`src/rtl/uart_pkg.sv`:
```
// Shared definitions for the UART transmit scheduler: FSM encoding, requester
// count and the byte-select helper.
package uart_pkg;

  localparam int unsigned UART_REQ_NUM    = 2;
  localparam int unsigned UART_BYTE_IDX_W = 2;

  typedef enum logic [2:0] {
    StIdle     = 3'd0,
    StSend     = 3'd1,
    StWaitDone = 3'd2,
    StFinish   = 3'd3,
    StAbort    = 3'd4
  } uart_state_e;

  // Byte idx of a little-endian 32-bit word.
  function automatic logic [7:0] uart_byte(input logic [31:0]                data,
                                           input logic [UART_BYTE_IDX_W-1:0] idx);
    logic [7:0] b;
    case (idx)
      2'd0:    b = data[7:0];
      2'd1:    b = data[15:8];
      2'd2:    b = data[23:16];
      default: b = data[31:24];
    endcase
    return b;
  endfunction

endpackage

```
`src/rtl/uart_tx_rr_arbiter.sv`:
```
// Two-way round-robin arbiter. Purely combinational; the owner of last_id
// decides when the pointer moves.
module uart_tx_rr_arbiter
  import uart_pkg::*;
(
  input  logic [UART_REQ_NUM-1:0] valid,
  input  logic                    last_id,
  output logic [UART_REQ_NUM-1:0] grant,
  output logic                    grant_id
);

  // On a tie the requester that was not granted last wins.
  always_comb begin
    grant    = '0;
    grant[0] = valid[0] & (~valid[1] | last_id);
    grant[1] = valid[1] & (~valid[0] | ~last_id);
    grant_id = grant[1];
  end

endmodule

```
`src/rtl/uart_tx_scheduler.sv`:
```
// Shares the UART transmitter between two requesters, sending a 1-4 byte word
// per request one byte at a time with a per-byte completion timeout.
module uart_tx_scheduler
  import uart_pkg::*;
#(
  parameter int unsigned TIMEOUT_CYCLES = 2_000_000
) (
  input  logic        i_clk,
  input  logic        i_rst_n,
  input  logic        i_req0_valid,
  input  logic [31:0] i_req0_data,
  input  logic [1:0]  i_req0_len,
  output logic        o_req0_ready,
  input  logic        i_req1_valid,
  input  logic [31:0] i_req1_data,
  input  logic [1:0]  i_req1_len,
  output logic        o_req1_ready,
  output logic [7:0]  o_tx_data,
  output logic        o_tx_send,
  input  logic        i_tx_done,
  output logic [1:0]  o_req_done,
  output logic        o_err,
  output logic        o_busy,
  output logic        o_grant_id
);

  localparam int unsigned CntW = $clog2(TIMEOUT_CYCLES + 1);

  uart_state_e                state_q, state_d;
  logic [31:0]                data_q, data_d;
  logic [1:0]                 len_q, len_d;
  logic                       id_q, id_d;
  logic [UART_BYTE_IDX_W-1:0] idx_q, idx_d;
  logic [CntW-1:0]            cnt_q, cnt_d;
  logic                       ptr_q, ptr_d;
  logic [7:0]                 tx_data_q, tx_data_d;
  logic                       tx_send_q, tx_send_d;
  logic [1:0]                 req_done_q, req_done_d;
  logic                       err_q, err_d;
  logic                       busy_q, busy_d;

  logic [UART_REQ_NUM-1:0] grant;
  logic                    grant_id;

  uart_tx_rr_arbiter u_arb (
    .valid    ({i_req1_valid, i_req0_valid}),
    .last_id  (ptr_q),
    .grant    (grant),
    .grant_id (grant_id)
  );

  assign o_req0_ready = (state_q == StIdle) & grant[0];
  assign o_req1_ready = (state_q == StIdle) & grant[1];

  always_comb begin
    state_d = state_q;
    data_d  = data_q;
    len_d   = len_q;
    id_d    = id_q;
    idx_d   = idx_q;
    cnt_d   = cnt_q;
    ptr_d   = ptr_q;

    case (state_q)
      StIdle: begin
        if (|grant) begin
          data_d  = grant_id ? i_req1_data : i_req0_data;
          len_d   = grant_id ? i_req1_len : i_req0_len;
          id_d    = grant_id;
          idx_d   = '0;
          state_d = StSend;
        end
      end
      StSend: begin
        cnt_d   = '0;
        state_d = StWaitDone;
      end
      StWaitDone: begin
        cnt_d = cnt_q + CntW'(1);
        // A done arriving on the final allowed cycle still counts as success.
        if (i_tx_done) begin
          if (idx_q == len_q) begin
            state_d = StFinish;
          end else begin
            idx_d   = idx_q + UART_BYTE_IDX_W'(1);
            state_d = StSend;
          end
        end else if (cnt_q == CntW'(TIMEOUT_CYCLES - 1)) begin
          state_d = StAbort;
        end
      end
      StFinish: begin
        ptr_d   = id_q;
        state_d = StIdle;
      end
      StAbort: begin
        ptr_d   = id_q;
        state_d = StIdle;
      end
      default: begin
        state_d = StIdle;
      end
    endcase
  end

  // Outputs are registered, so they are derived from the next state.
  always_comb begin
    tx_data_d  = tx_data_q;
    tx_send_d  = (state_d == StSend);
    req_done_d = '0;
    err_d      = (state_d == StAbort);
    busy_d     = (state_d != StIdle);
    if (state_d == StSend) begin
      tx_data_d = uart_byte(data_d, idx_d);
    end
    if (state_d == StFinish) begin
      req_done_d[id_d] = 1'b1;
    end
  end

  always_ff @(posedge i_clk or negedge i_rst_n) begin
    if (!i_rst_n) begin
      state_q    <= StIdle;
      data_q     <= '0;
      len_q      <= '0;
      id_q       <= 1'b0;
      idx_q      <= '0;
      cnt_q      <= '0;
      ptr_q      <= 1'b1;
      tx_data_q  <= 8'h00;
      tx_send_q  <= 1'b0;
      req_done_q <= '0;
      err_q      <= 1'b0;
      busy_q     <= 1'b0;
    end else begin
      state_q    <= state_d;
      data_q     <= data_d;
      len_q      <= len_d;
      id_q       <= id_d;
      idx_q      <= idx_d;
      cnt_q      <= cnt_d;
      ptr_q      <= ptr_d;
      tx_data_q  <= tx_data_d;
      tx_send_q  <= tx_send_d;
      req_done_q <= req_done_d;
      err_q      <= err_d;
      busy_q     <= busy_d;
    end
  end

  assign o_tx_data  = tx_data_q;
  assign o_tx_send  = tx_send_q;
  assign o_req_done = req_done_q;
  assign o_err      = err_q;
  assign o_busy     = busy_q;
  assign o_grant_id = id_q;

endmodule

```
`config.mk`:
```
export PLATFORM = sky130hd
export DESIGN_NAME = uart_tx_scheduler
export DESIGN_NICKNAME = d
export VERILOG_FILES = /design/src/rtl/uart_pkg.sv /design/src/rtl/uart_tx_rr_arbiter.sv /design/src/rtl/uart_tx_scheduler.sv
export SDC_FILE = /design/constraint.sdc
export NUM_CORES = 1
export LEC_CHECK = 0
export CORE_MARGIN = 5
export CORE_UTILIZATION = 55
export CTS_BUF_LIST = sky130_fd_sc_hd__clkbuf_4
export DETAILED_ROUTE_END_ITERATION = 12
export PLACE_DENSITY = 0.93
export SYNTH_ARGS = -nofsm -noshare
export SYNTH_HDL_FRONTEND = slang
export SYNTH_HIERARCHICAL = 1
export SYNTH_SLANG_ARGS = --single-unit
```
`constraint.sdc`:
```
create_clock -name i_clk -period 4.51 [get_ports i_clk]
set_input_delay 0.902 -clock i_clk [delete_from_list [all_inputs] [get_ports i_clk]]
set_output_delay 0.902 -clock i_clk [all_outputs]
set_load 0.01 [all_outputs]
```
# --- After elaboration in Yosys (flattened, before gate mapping) ---
# Index checks and enable logic that the tools add are counted.
totals:
  wordCells: 64
  romBits: 0
  reg_bits: 75
  output_inout_bits: 16
  in_bits: 73
  n_memories: 0
  latch_bits: 0
  mem_bits_rw: 0
classes:
  reduce_logical: 8
  mul: 0
  mux: 20
  n_lt_le_gt_ge: 2
  eq_ne: 11
  bitwise: 9
  n_div: 0
  shifts: 0
  addsub: 2
ops:
  columns: ["cell", "n"]
  rows:
  - ["2-to-1 mux 32 bit", 3]
  - ["one-hot mux 21 bit (2 select lines)", 1]
  - ["one-hot mux 8 bit (3 select lines)", 1]
  - ["adder 21 x 1 -> 21 bit (second input constant)", 1]
  - ["== test 21 bit (second input constant)", 1]
  - ["2-to-1 mux 2 bit", 6]
  - ["== test 3 x 2 -> 1 bit (second input constant)", 3]
  - ["2-to-1 mux 3 bit", 3]
  - ["one-hot mux 3 bit (3 select lines)", 1]
  - ["== test 3 x 1 -> 1 bit (second input constant)", 2]
  - ["== test 3 bit (second input constant)", 2]
  - ["AND 1 bit", 4]
  - ["one-hot mux 2 bit (2 select lines)", 1]
  - ["OR reduction 2 bit", 2]
  - ["zero test 3 bit", 1]
  - ["2-to-1 mux 1 bit", 3]
  - ["inverter 1 bit", 3]
  - ["nonzero test 3 bit", 1]
  - ["adder 2 x 1 -> 2 bit (second input constant)", 1]
  - ["== test 2 x 1 -> 1 bit (second input constant)", 1]
  - ["== test 2 bit", 1]
  - ["== test 2 bit (second input constant)", 1]
  - ["zero test 2 bit", 1]
  - ["less-than comparator 1 x 2 -> 1 bit (second input constant)", 1]
  - ["6 further kinds", 7]

# --- Longest topological paths before layout ---
# Gate-level depths: netlist (run 1).
logic_depth:
  word_depth: 11
  mapped_depth: 9
  depth_no_buf: 8

# --- Modules after synthesis ---
# Netlist (run 1), hierarchy kept.
modules_own_cells:
  columns: ["module", "n_inst", "cells_per_inst", "seq_area_each_um2", "area_per_inst_um2"]
  rows:
  - ["uart_tx_scheduler", 1, 333, 1878.1, 3892.5]
  - ["uart_tx_rr_arbiter", 1, 4, 0.0, 26.3]

# --- Worst setup path before layout (run 1) ---
# OpenSTA, ideal clock, no wires.
synth_path:
  kind: "input to register"
  startpoint: "input port i_req1_valid"
  endpoint: "register tx_data_q[2] (netlist: o_tx_data[2])"
  slack_ns: 1.808
  required_time_ns: 4.356
  cell_stages: 7
  t_arrival_ns: 2.547
  setup_time_ns: 0.154
  path_cell_list: "a21boi_0 -> buf_2 -> clkbuf_1 -> mux2_2 -> mux2_1 -> mux2i_1 -> o221ai_1"
synth_via:
  elab_cells_between_ends: 17
  classes_between: "eq/ne: 3; mux: 8; bitwise: 4; reduce/logical: 2"
synth_lines:
  columns: ["element", "line", "rtl"]
  rows:
  - ["start, declared", "uart_tx_scheduler.sv:14", "input logic i_req1_valid,"]
  - ["inverter 1 bit", "uart_tx_rr_arbiter.sv:15", "grant[0] = valid[0] & (~valid[1] | last_id);"]
  - ["OR 1 bit", "uart_tx_rr_arbiter.sv:15", null]
  - ["AND 1 bit", "uart_tx_rr_arbiter.sv:15", null]
  - ["OR reduction 2 bit", "uart_tx_scheduler.sv:66", "if (|grant) begin"]
  - ["2-to-1 mux 32 bit (*)", "uart_tx_scheduler.sv:66", null]
  - ["2-to-1 mux 32 bit (*)", "uart_tx_scheduler.sv:64", "case (state_q)"]
  - ["net data_d[26]", "uart_tx_scheduler.sv:30", "logic [31:0] data_q, data_d;"]
  - ["one-hot mux 8 bit (3 select lines) (*)", "uart_pkg.sv:20", "case (idx)"]
  - ["end signal, assigned", "uart_tx_scheduler.sv:143", "tx_data_q <= tx_data_d;"]
  - ["end, declared", "uart_tx_scheduler.sv:36", "logic [7:0] tx_data_q, tx_data_d;"]
# Mark *: on every way through the listed nets, which the timed path passes. The rest lies on a longest branch.
# A chain may end at the register's enable or synchronous reset.

# --- Worst setup path after layout (run 1) ---
layout_path:
  startpoint: "input port i_req0_valid"
  endpoint: "output port o_req0_ready"
layout_via:
  elab_chain_len: 2
layout_rtl:
  columns: ["element", "line", "rtl"]
  rows:
  - ["start, declared", "uart_tx_scheduler.sv:10", "input logic i_req0_valid,"]
  - ["AND 1 bit", "uart_tx_rr_arbiter.sv:15", null]
  - ["net grant[0]", "uart_tx_scheduler.sv:42", "logic [UART_REQ_NUM-1:0] grant;"]
  - ["AND 1 bit", "uart_tx_scheduler.sv:52", "assign o_req0_ready = (state_q == StIdle) & grant[0];"]
  - ["end, declared", "uart_tx_scheduler.sv:13", "output logic o_req0_ready,"]
# The timed path passes the listed nets, and every way through them passes these cells.

==> metrics.yaml, run 1 <==
run_status:
  outcome: "finished, final reports clean"
logic_synthesis:
  async_flop_share: 1.00
  synth_xor_area_frac: 0.00447
  synth_edf_count: 0
  synth-seq-cells: 75
  synth_top_family_by_area: "multiplexers"
  synth_compound_area_frac: 0.100
  avgSynthCellArea_um2: 11.6
  synthMuxAreaShare: 0.248
  ys_warn_count: 6
  synth_cells: 337
  netlist_area_um2: 3920
  ys_seq_area_frac: 0.479
  synth_cell_types: 54
  synth-simple-area-share: 0.119
  synthAdderAreaFrac: 0.00319
  synth_nets: 411
  ys.flop_type: "dfrtp_1"
setup_path:
  startpoint_type: "primary input"
  slowest_delay_ns: 0.59
  critPathRequiredTime_ns: 3.61
  crit_type: "in -> out"
  critPathMaxFanout: 2
  critPathSlowestCell: "clkdlybuf4s50_1"
  worstSetupEndpointType: "primary output"
  crit_top_cell: "clkdlybuf4s50_1"
  crit_chain: "clkdlybuf4s50_1 > a21boi_1 > nor3b_1 > clkdlybuf4s50_1"
  critPathArrivalTime_ns: 2.47
cells_and_area:
  drive_above_1_share: 0.228
  antenna_cells: 0
  register_area_um2: 1880
  final_cells: 522
  area_growth_syn_to_layout_pct: 26.9
  multiInputGateArea_um2: 1880
  fillers: 478
  nets: 495
clocking:
  clk_path_buf_depth: 2
  cts_resized: 0
  clock_sinks: 75
  cts.htree.levels: 3
  cts_buffers: 9
  clk_pin_slew_ns: 0.11
  ctsHoldBuffers: 0
  cts-root-buf: "clkbuf_4"
  tritoncts: "yes"
  clkLatencyLatePin_ns: 0.41
  post-cts-setup-buffers: 0
detailed_routing:
  drtIter0Drc: 191
  post_drt_wl_per_cell_um: 17.9
  drc: 0
  postRouteWirelength_um: 9320
  avgViaCountPerCell: 5.65
  vias: 2949
  detail-route-antenna-nets: 0
  dr.pass1.iters: 4
timing:
  fmax_mhz: 297
  worstMarginPinSlew_ns: 1.01
  slew_headroom: 0.325
  rsz0062_at_grt: "no"
  slew_viol_final: 0
  timing_hold_violations_final: 0
  period_needed_ns: 3.37
  period_share: 0.748
  tns_ns: 0
  setup_viol: 0
  finClkSkew_ns: 0.0211
floorplan:
  ioPinCount: 89
  fp.coreArea_um2: 6870
  die_x_um: 94.4
  die_y_um: 94.4
  core.rowCount: 30
  die-area_um2: 8910
  start_util: 0.570
pwr:
  powerDensity_nw_per_um2: 554
  p_leak_nw: 1.99
  ir_worst_vdd_mv: 0.273
grt:
  gr-total-overflow: 0
  grt_pass1_vias: 3114
  grt_first_pass_wirelength_um: 15200
  antenna_found_initial: 0
  grt_max_degree: 47
  track_usage: 0.218
worst_hold_path:
  hold_path_class: "reg -> reg"
place:
  gp_congestion: 0.837
  port_buffers: 88
  hpwl_um: 6840
  place_inst: 506
flow_run:
  cap_violations: 0
==> stage by stage <==
step,worst slack [ns],util,hold WS (ns),total power [mW],cell area [µm²]
2_1_floorplan,1.81,-,0.448,1.95,3920
3_3_place_gp,1.09,0.701,0.464,2.21,4810
3_5_place_dp,0.892,0.701,0.471,2.30,4810
4_1_cts,1.17,0.724,0.488,2.77,4970
5_1_grt,1.10,0.724,0.521,2.93,4970
6_report,1.14,0.724,0.488,2.76,4970
==> kinds of logic after synthesis <==
kind of cell    after synthesis
compound gates               58
xor+xnor                      2
fa+ha+maj                     1
buf+inv                      27
flops                        75
mux                          89
simple gates                 85
==> routing by layer <==
layer  up-vias  GRT usage  part of all wire
met4         0     0.0517             0.010
met5         -          0                 0
met3        12     0.0526             0.068
met1      1435      0.273              0.42
met2        95      0.381              0.50
li1       1407          -                 -
==> path summary, 6_finish.rpt <==
path                                      start                  endpoint  slack [ns]  cells past startpoint
max                                i_req0_valid              o_req0_ready        1.14                      4
min                        cnt_q[5]$_DFFE_PN0P_      cnt_q[5]$_DFFE_PN0P_        0.49                      1
max reg2reg                   ptr_q$_DFFE_PN1P_  o_tx_data[0]$_DFFE_PN0N_        1.77                      8
min reg2reg                cnt_q[5]$_DFFE_PN0P_      cnt_q[5]$_DFFE_PN0P_        0.49                      1
max in group asynchronous               i_rst_n       data_q[4]$_DFF_PN0_        2.90                      2
min in group asynchronous               i_rst_n      data_q[25]$_DFF_PN0_        0.66                      1
==> power breakdown <==
part / internal, mW / switching [mW] / leakage (nW)
sequential: 0.917 / 0.133 / 0.940
combinational: 0.610 / 0.635 / 0.968
clock: 0.236 / 0.227 / 0.0868
total: 1.76 / 0.995 / 1.99
==> sequential cells by signal (all words and copies together) (netlist names), 2 cells and up <==
| register | count |
|---|---|
| len_q | 2 |
| cnt_q | 21 |
| idx_q | 2 |
| state_q | 3 |
| o_req_done | 2 |
| o_tx_data | 8 |
| data_q | 32 |
==> cells in the mapped netlist (2+ instances only) <==
cell type,count,area (µm²)
nor3b_1,2,15.0
inv_1,8,30.0
a31oi_1,4,25.0
buf_4,2,15.0
o221ai_1,8,70.1
nand3_1,11,55.1
a21oi_1,10,50.1
nor2_1,14,52.6
or4_1,2,15.0
o21ai_0,19,95.1
nand2_1,26,97.6
and4_1,2,17.5
mux2i_1,24,240
buf_6,7,78.8
mux2_2,64,721
nor4_1,2,12.5
o211ai_1,3,22.5
dfrtp_1,74,1850
nand2b_1,3,18.8
clkbuf_1,7,26.3
nand4_1,7,43.8
o31ai_1,2,15.0
xnor2_1,2,17.5
nor3_1,4,20.0
==> critical path: cells and delay by family <==
| family | cells | cell delay, ns |
|---|---|---|
| AOI/OAI and AO/OA | 1 | 0.20 |
| and+or+nand+nor | 1 | 0.24 |
| buffers and inverters | 2 | 1.11 |
==> placed cells by master (no fill, tap or decap), drive strengths merged, types with 3 or more instances in the layout <==
| master | instances |
|---|---|
| nand2 | 27 |
| nand2b | 3 |
| buf | 5 |
| clkbuf | 11 |
| nand4 | 7 |
| inv | 8 |
| o211ai | 3 |
| nor3 | 4 |
| nand3 | 12 |
| clkdlybuf4s50 | 87 |
| o221ai | 8 |
| a21oi | 11 |
| nor4 | 4 |
| dfrtp | 74 |
| o21ai | 20 |
| nor2 | 15 |
| a31oi | 4 |
| mux2i | 24 |
| mux2 | 65 |
==> final cells by class <==
type / count / area share
clock inverters: 5 / 0.0156
clock buffers: 11 / 0.0166
multi-input cells: 235 / 0.378
well taps: 96 / 0.0242
repair buffers: 92 / 0.182
inverters: 8 / 0.00604
flip-flops and latches: 75 / 0.378
Power figures use the tool's default switching activity.
==> inputs of run 2 (changes only) <==
- CORE_UTILIZATION: 55 -> 47
- PLACE_DENSITY: 0.93 -> 0.85
- clock period: 4.51 -> 2.75 ns (I/O delays scaled with it)
==> metrics.yaml, run 2 (synthesized netlist as in run 1, its figures left out) <==
grt:
  grt_first_pass_wirelength_um: 14500  # was 15,200 µm
  track_usage: 0.178  # was 0.218
  antenna_found_initial: 0  # unchanged
  busiest_layer: "met2"  # unchanged
  use_met3: 0.0585  # was 0.0526
  grt_max_degree: 76  # was 47
  grtUsageMet1: 0.224  # was 0.273
  gr-total-overflow: 0  # unchanged
  grt_pass1_vias: 2955  # was 3,114
  met2_usage: 0.294  # was 0.381
clocking:
  clk_path_buf_depth: 2  # unchanged
  cts-root-buf: "clkbuf_4"  # unchanged
  ctsHoldBuffers: 0  # unchanged
  cts.htree.levels: 3  # unchanged
  clock_sinks: 75  # unchanged
  clk_pin_slew_ns: 0.13  # was 0.11 ns
  tritoncts: "yes"  # unchanged
  post-cts-setup-buffers: 0  # unchanged
  clkLatencyLatePin_ns: 0.43  # was 0.41 ns
  cts_resized: 1  # was 0
  cts_buffers: 9  # unchanged
timing:
  slew_viol_final: 0  # unchanged
  slew_headroom: 0.384  # was 0.325
  period_share: 0.980
  fmax_mhz: 371
  timing_hold_violations_final: 0  # unchanged
  setup_viol: 0  # unchanged
  period_needed_ns: 2.69
  finClkSkew_ns: 0.0208  # was 0.0211 ns
  worstMarginPinSlew_ns: 0.924  # was 1.01 ns
  whs_ns: 0.242  # was 0.488 ns
detailed_routing:
  dr.pass1.iters: 4  # unchanged
  postRouteWirelength_um: 8850  # was 9320 µm
  vias: 2944  # was 2,949
  drtIter0Drc: 152  # was 191
  avgViaCountPerCell: 5.46  # was 5.65
  detail-route-antenna-nets: 0  # unchanged
  drc: 0  # unchanged
  post_drt_wl_per_cell_um: 16.4  # was 17.9 µm
flow_run:
  cap_violations: 0  # unchanged
setup_path:
  critPathRequiredTime_ns: 2.20  # was 3.61 ns
  path_delay_family: "buffers and inverters"  # unchanged
  critPathSlowestCell: "clkdlybuf4s50_1"  # unchanged
  crit_type: "in -> out"  # unchanged
  path_buf_inv: 2  # unchanged
  critPathArrivalTime_ns: 2.14  # was 2.47 ns
  slowest_delay_ns: 0.60  # was 0.59 ns
  crit_top_cell: "clkdlybuf4s50_1"  # unchanged
  worstSetupEndpointType: "primary output"  # unchanged
  critPathMaxFanout: 3  # was 2
  startpoint_type: "primary input"  # unchanged
  crit_chain: "clkdlybuf4s50_1 > a21boi_4 > nor3b_1 > clkdlybuf4s50_1"  # was clkdlybuf4s50_1 > a21boi_1 > nor3b_1 > clkdlybuf4s50_1
floorplan:
  fp.coreArea_um2: 8180  # was 6870 µm²
  ioPinCount: 89  # unchanged
  core.rowCount: 33  # was 30
  die_x_um: 101  # was 94.4 µm
  die_y_um: 101  # was 94.4 µm
  start_util: 0.479  # was 0.570
  die-area_um2: 10300  # was 8910 µm²
cells_and_area:
  nets: 503  # was 495
  drive_above_1_share: 0.249  # was 0.228
  layout_common_cells: "clkdlybuf4s50_1, dfrtp_1, mux2_2"  # unchanged
  final_cells: 539  # was 522
  area_growth_syn_to_layout_pct: 30.0  # was 26.9%
  largest_reg_flops: 32  # unchanged
  final_common_cell: "clkdlybuf4s50_1"  # unchanged
  regMostFlops: "data_q"  # unchanged
  antenna_cells: 0  # unchanged
  final_area_um2: 5100  # was 4970 µm²
  fillers: 627  # was 478
place:
  hpwl_um: 6430  # was 6840 µm
  port_buffers: 88  # unchanged
  place_inst: 523  # was 506
  gp_congestion: 0.843  # was 0.837
  dpl_cell_area_um2: 4940  # was 4810 µm²
pwr:
  p_leak_nw: 2.04  # was 1.99 nW
  powerDensity_nw_per_um2: 902  # was 554 nW/µm²
  ir_worst_vdd_mv: 0.368  # was 0.273 mV
worst_hold_path:
  hold_path_class: "in -> async"  # was reg -> reg
run_status:
  outcome: "finished, final reports clean"  # unchanged
[run 2: metrics by stage]
stage	total power [mW]	TNS [ns]	utilization	setup slack (ns)
after detailed placement	3.90	-0.493	0.604	-0.133
final	4.60	0	0.623	0.0553
after CTS	4.63	0	0.623	0.0330
after global placement	3.80	-0.272	0.604	-0.139
after global routing	4.93	-0.00785	0.623	-0.00785
after floorplan	3.20	0	-	0.400
[run 2: final timing paths]
kind | start | end | slack (ns) | depth (start not counted)
worst max register to register | ptr_q$_DFFE_PN1P_ | o_tx_data[0]$_DFFE_PN0N_ | 0.38 | 8
worst min register to register | data_q[26]$_DFF_PN0_ | data_q[26]$_DFF_PN0_ | 0.50 | 1
worst min-delay path | i_rst_n | cnt_q[7]$_DFFE_PN0P_ | 0.24 | 1
min in group i_clk | data_q[26]$_DFF_PN0_ | data_q[26]$_DFF_PN0_ | 0.50 | 1
worst max-delay path | i_req1_valid | o_req1_ready | 0.06 | 4
max in group asynchronous | i_rst_n | state_q[0]$_DFF_PN0_ | 1.86 | 1
[run 2: where the power goes]
group          switching, mW  internal, mW  leakage, nW
sequential             0.208          1.50        0.938
clock                  0.434         0.292       0.0755
combinational           1.03          1.13         1.03
total                   1.67          2.92         2.04
[run 2: routing by layer]
metal | vias up | wire (µm)
met4 | 0 | 125
met1 | 1428 | 3810
met2 | 93 | 4270
met3 | 8 | 646
met5 | - | 0
li1 | 1415 | -
[run 2: final cells by class]
class | instances | area (µm²) | area share
inverter | 8 | 30.0 | 0.00589
timing repair buffer | 100 | 1020 | 0.200
multi-input combinational | 235 | 1890 | 0.370
sequential | 75 | 1880 | 0.369
tap | 105 | 131 | 0.0258
clock inverter | 7 | 82.6 | 0.0162
clock buffer | 9 | 67.6 | 0.0133
[run 2: worst reg2reg max path, stage by stage, from the launching register on]
cell      delay [ns]
dfstp_2         0.61
inv_1           0.05
a21boi_1        0.18
o21bai_1        0.22
nor2_4          0.26
buf_12          0.21
mux2_2          0.37
mux2i_1         0.20
o221ai_1        0.14
==> inputs of run 3 (changes only) <==
- CTS_CLUSTER_DIAMETER: unset -> 150
- PLACE_DENSITY: 0.85 -> unset
- PLACE_DENSITY_LB_ADDON: unset -> 0.15
==> metrics.yaml, run 3 (synthesized netlist as in run 1, its figures left out) <==
clocking:
  clk_pin_slew_ns: 0.11  # was 0.13 ns
  cts_resized: 0  # was 1
  clock_sinks: 75  # unchanged
  cts-root-buf: "clkbuf_4"  # unchanged
  tritoncts: "yes"  # unchanged
  post-cts-setup-buffers: 0  # unchanged
  clkLatencyLatePin_ns: 0.40  # was 0.43 ns
  clk_path_buf_depth: 2  # unchanged
  ctsHoldBuffers: 0  # unchanged
  cts.htree.levels: 3  # unchanged
  cts_buffers: 9  # unchanged
timing:
  rsz0062_at_grt: "no"
  period_share: 0.971  # was 0.980
  worst_slack_ns: 0.0809  # was 0.0553 ns
  fmax_mhz: 375  # was 371 MHz
  worstMarginPinSlew_ns: 0.926  # was 0.924 ns
  setup_viol: 0  # unchanged
  finClkSkew_ns: 0.0128  # was 0.0208 ns
  period_needed_ns: 2.67  # was 2.69 ns
  slew_headroom: 0.383  # was 0.384
  slew_viol_final: 0  # unchanged
  timing_hold_violations_final: 0  # unchanged
  tns_ns: 0  # unchanged
setup_path:
  critPathRequiredTime_ns: 2.20  # about the same
  startpoint_type: "primary input"  # unchanged
  critPathSlowestCell: "clkdlybuf4s50_1"  # unchanged
  critPathMaxFanout: 2  # was 3
  crit_type: "in -> out"  # unchanged
  crit_top_cell: "clkdlybuf4s50_1"  # unchanged
  critPathArrivalTime_ns: 2.12  # was 2.14 ns
  crit_chain: "clkdlybuf4s50_1 > a21boi_1 > nor3b_1 > clkdlybuf4s50_1"  # was clkdlybuf4s50_1 > a21boi_4 > nor3b_1 > clkdlybuf4s50_1
  slowest_delay_ns: 0.58  # was 0.60 ns
  worstSetupEndpointType: "primary output"  # unchanged
pwr:
  power_frac_clock: 0.123  # was 0.158
  p_leak_nw: 2.00  # was 2.04 nW
  powerDensity_nw_per_um2: 870  # was 902 nW/µm²
  p_switching_mw: 1.58  # was 1.67 mW
  seq_power_share: 0.390  # was 0.372
  p_int_mw: 2.78  # was 2.92 mW
  combPwrFrac: 0.487  # was 0.470
  ir_worst_vdd_mv: 0.452  # was 0.368 mV
  switching_share: 0.363  # was 0.364
floorplan:
  core.rowCount: 33  # unchanged
  die-area_um2: 10300  # unchanged
  die_x_um: 101  # unchanged
  ioPinCount: 89  # unchanged
  start_util: 0.479  # unchanged
  die_y_um: 101  # unchanged
  fp.coreArea_um2: 8180  # unchanged
worst_hold_path:
  hold_path_class: "in -> async"  # unchanged
detailed_routing:
  postRouteWirelength_um: 8630  # was 8850 µm
  detail-route-antenna-nets: 0  # unchanged
  dr.pass1.iters: 4  # unchanged
  vias: 2867  # was 2,944
  post_drt_wl_per_cell_um: 16.1  # was 16.4 µm
  avgViaCountPerCell: 5.35  # was 5.46
  drc: 0  # unchanged
  drtIter0Drc: 109  # was 152
cells_and_area:
  nets: 501  # was 503
  area_growth_syn_to_layout_pct: 27.9  # was 30.0%
  fillers: 679  # was 627
  largest_reg_flops: 32  # unchanged
  final_common_cell: "clkdlybuf4s50_1"  # unchanged
  final_util: 0.613  # was 0.623
  final_area_um2: 5010  # was 5100 µm²
  drive_above_1_share: 0.237  # was 0.249
  antenna_cells: 0  # unchanged
  layout_common_cells: "clkdlybuf4s50_1, dfrtp_1, mux2_2"  # unchanged
  regMostFlops: "data_q"  # unchanged
grt:
  grt_first_pass_wirelength_um: 14300  # was 14,500 µm
  track_usage: 0.175  # was 0.178
  antenna_found_initial: 0  # unchanged
  gr-total-overflow: 0  # unchanged
  grt_max_degree: 76  # unchanged
  grt_pass1_vias: 2872  # was 2,955
flow_run:
  cap_violations: 0  # unchanged
place:
  hpwl_um: 6290  # was 6430 µm
  port_buffers: 88  # unchanged
  gp_congestion: 0.797  # was 0.843
  dp_worst_setup_slack_ns: -0.0545  # was -0.133 ns
  dpl_cell_area_um2: 4910  # was 4940 µm²
run_status:
  outcome: "finished, final reports clean"  # unchanged
[run 3: worst paths after layout]
check / from / cells after the start / slack, ns / to
setup reg to reg: ptr_q$_DFFE_PN1P_ / 8 / 0.48 / o_tx_data[6]$_DFFE_PN0N_
setup / recovery: i_req0_valid / 4 / 0.08 / o_req0_ready
min in group i_clk: data_q[26]$_DFF_PN0_ / 1 / 0.49 / data_q[26]$_DFF_PN0_
hold / removal: i_rst_n / 1 / 0.28 / cnt_q[0]$_DFFE_PN0P_
max in group asynchronous: i_rst_n / 1 / 1.88 / data_q[0]$_DFF_PN0_
hold reg to reg: data_q[26]$_DFF_PN0_ / 1 / 0.49 / data_q[26]$_DFF_PN0_
[run 3: per-stage QoR]
stage               hold slack [ns]  total power, mW  cells
floorplan                     0.254             3.20    337
global placement              0.465             3.81    521
detailed placement            0.471             3.87    521
CTS                           0.291             4.42    536
global route                  0.332             4.72    536
finish                        0.280             4.36    536
[run 3: routing by layer]
layer / wire length, µm / share of wire / up-vias / track usage
li1: - / - / 1413 / -
met1: 3880 / 0.45 / 1385 / 0.236
met2: 4130 / 0.48 / 64 / 0.281
met3: 532 / 0.062 / 5 / 0.0331
met4: 87 / 0.010 / 0 / 0.0624
met5: 0 / 0 / - / 0
[run 3: final cells by class]
class,count,area [µm²],area share
inverter,8,30.0,0.00599
tap,105,131,0.0262
multi-input combinational,235,1880,0.375
sequential,75,1880,0.375
clock inverter,6,33.8,0.00674
clock buffer,9,67.6,0.0135
timing repair buffer,98,991,0.198
[run 3: power by group through the flow]
stage	combinational [mW]	sequential, mW	clock (mW)
2_1_floorplan	1.51	1.69	0
3_3_place_gp	2.10	1.71	0
3_5_place_dp	2.14	1.73	0
4_1_cts	2.15	1.70	0.563
5_1_grt	2.35	1.75	0.612
6_report	2.12	1.70	0.536
[run 3: worst max-delay path, delay by kind of cell]
family	cells	cell delay, ns
AOI/OAI and AO/OA	1	0.23
and+or+nand+nor	1	0.22
buffers and inverters	2	1.12
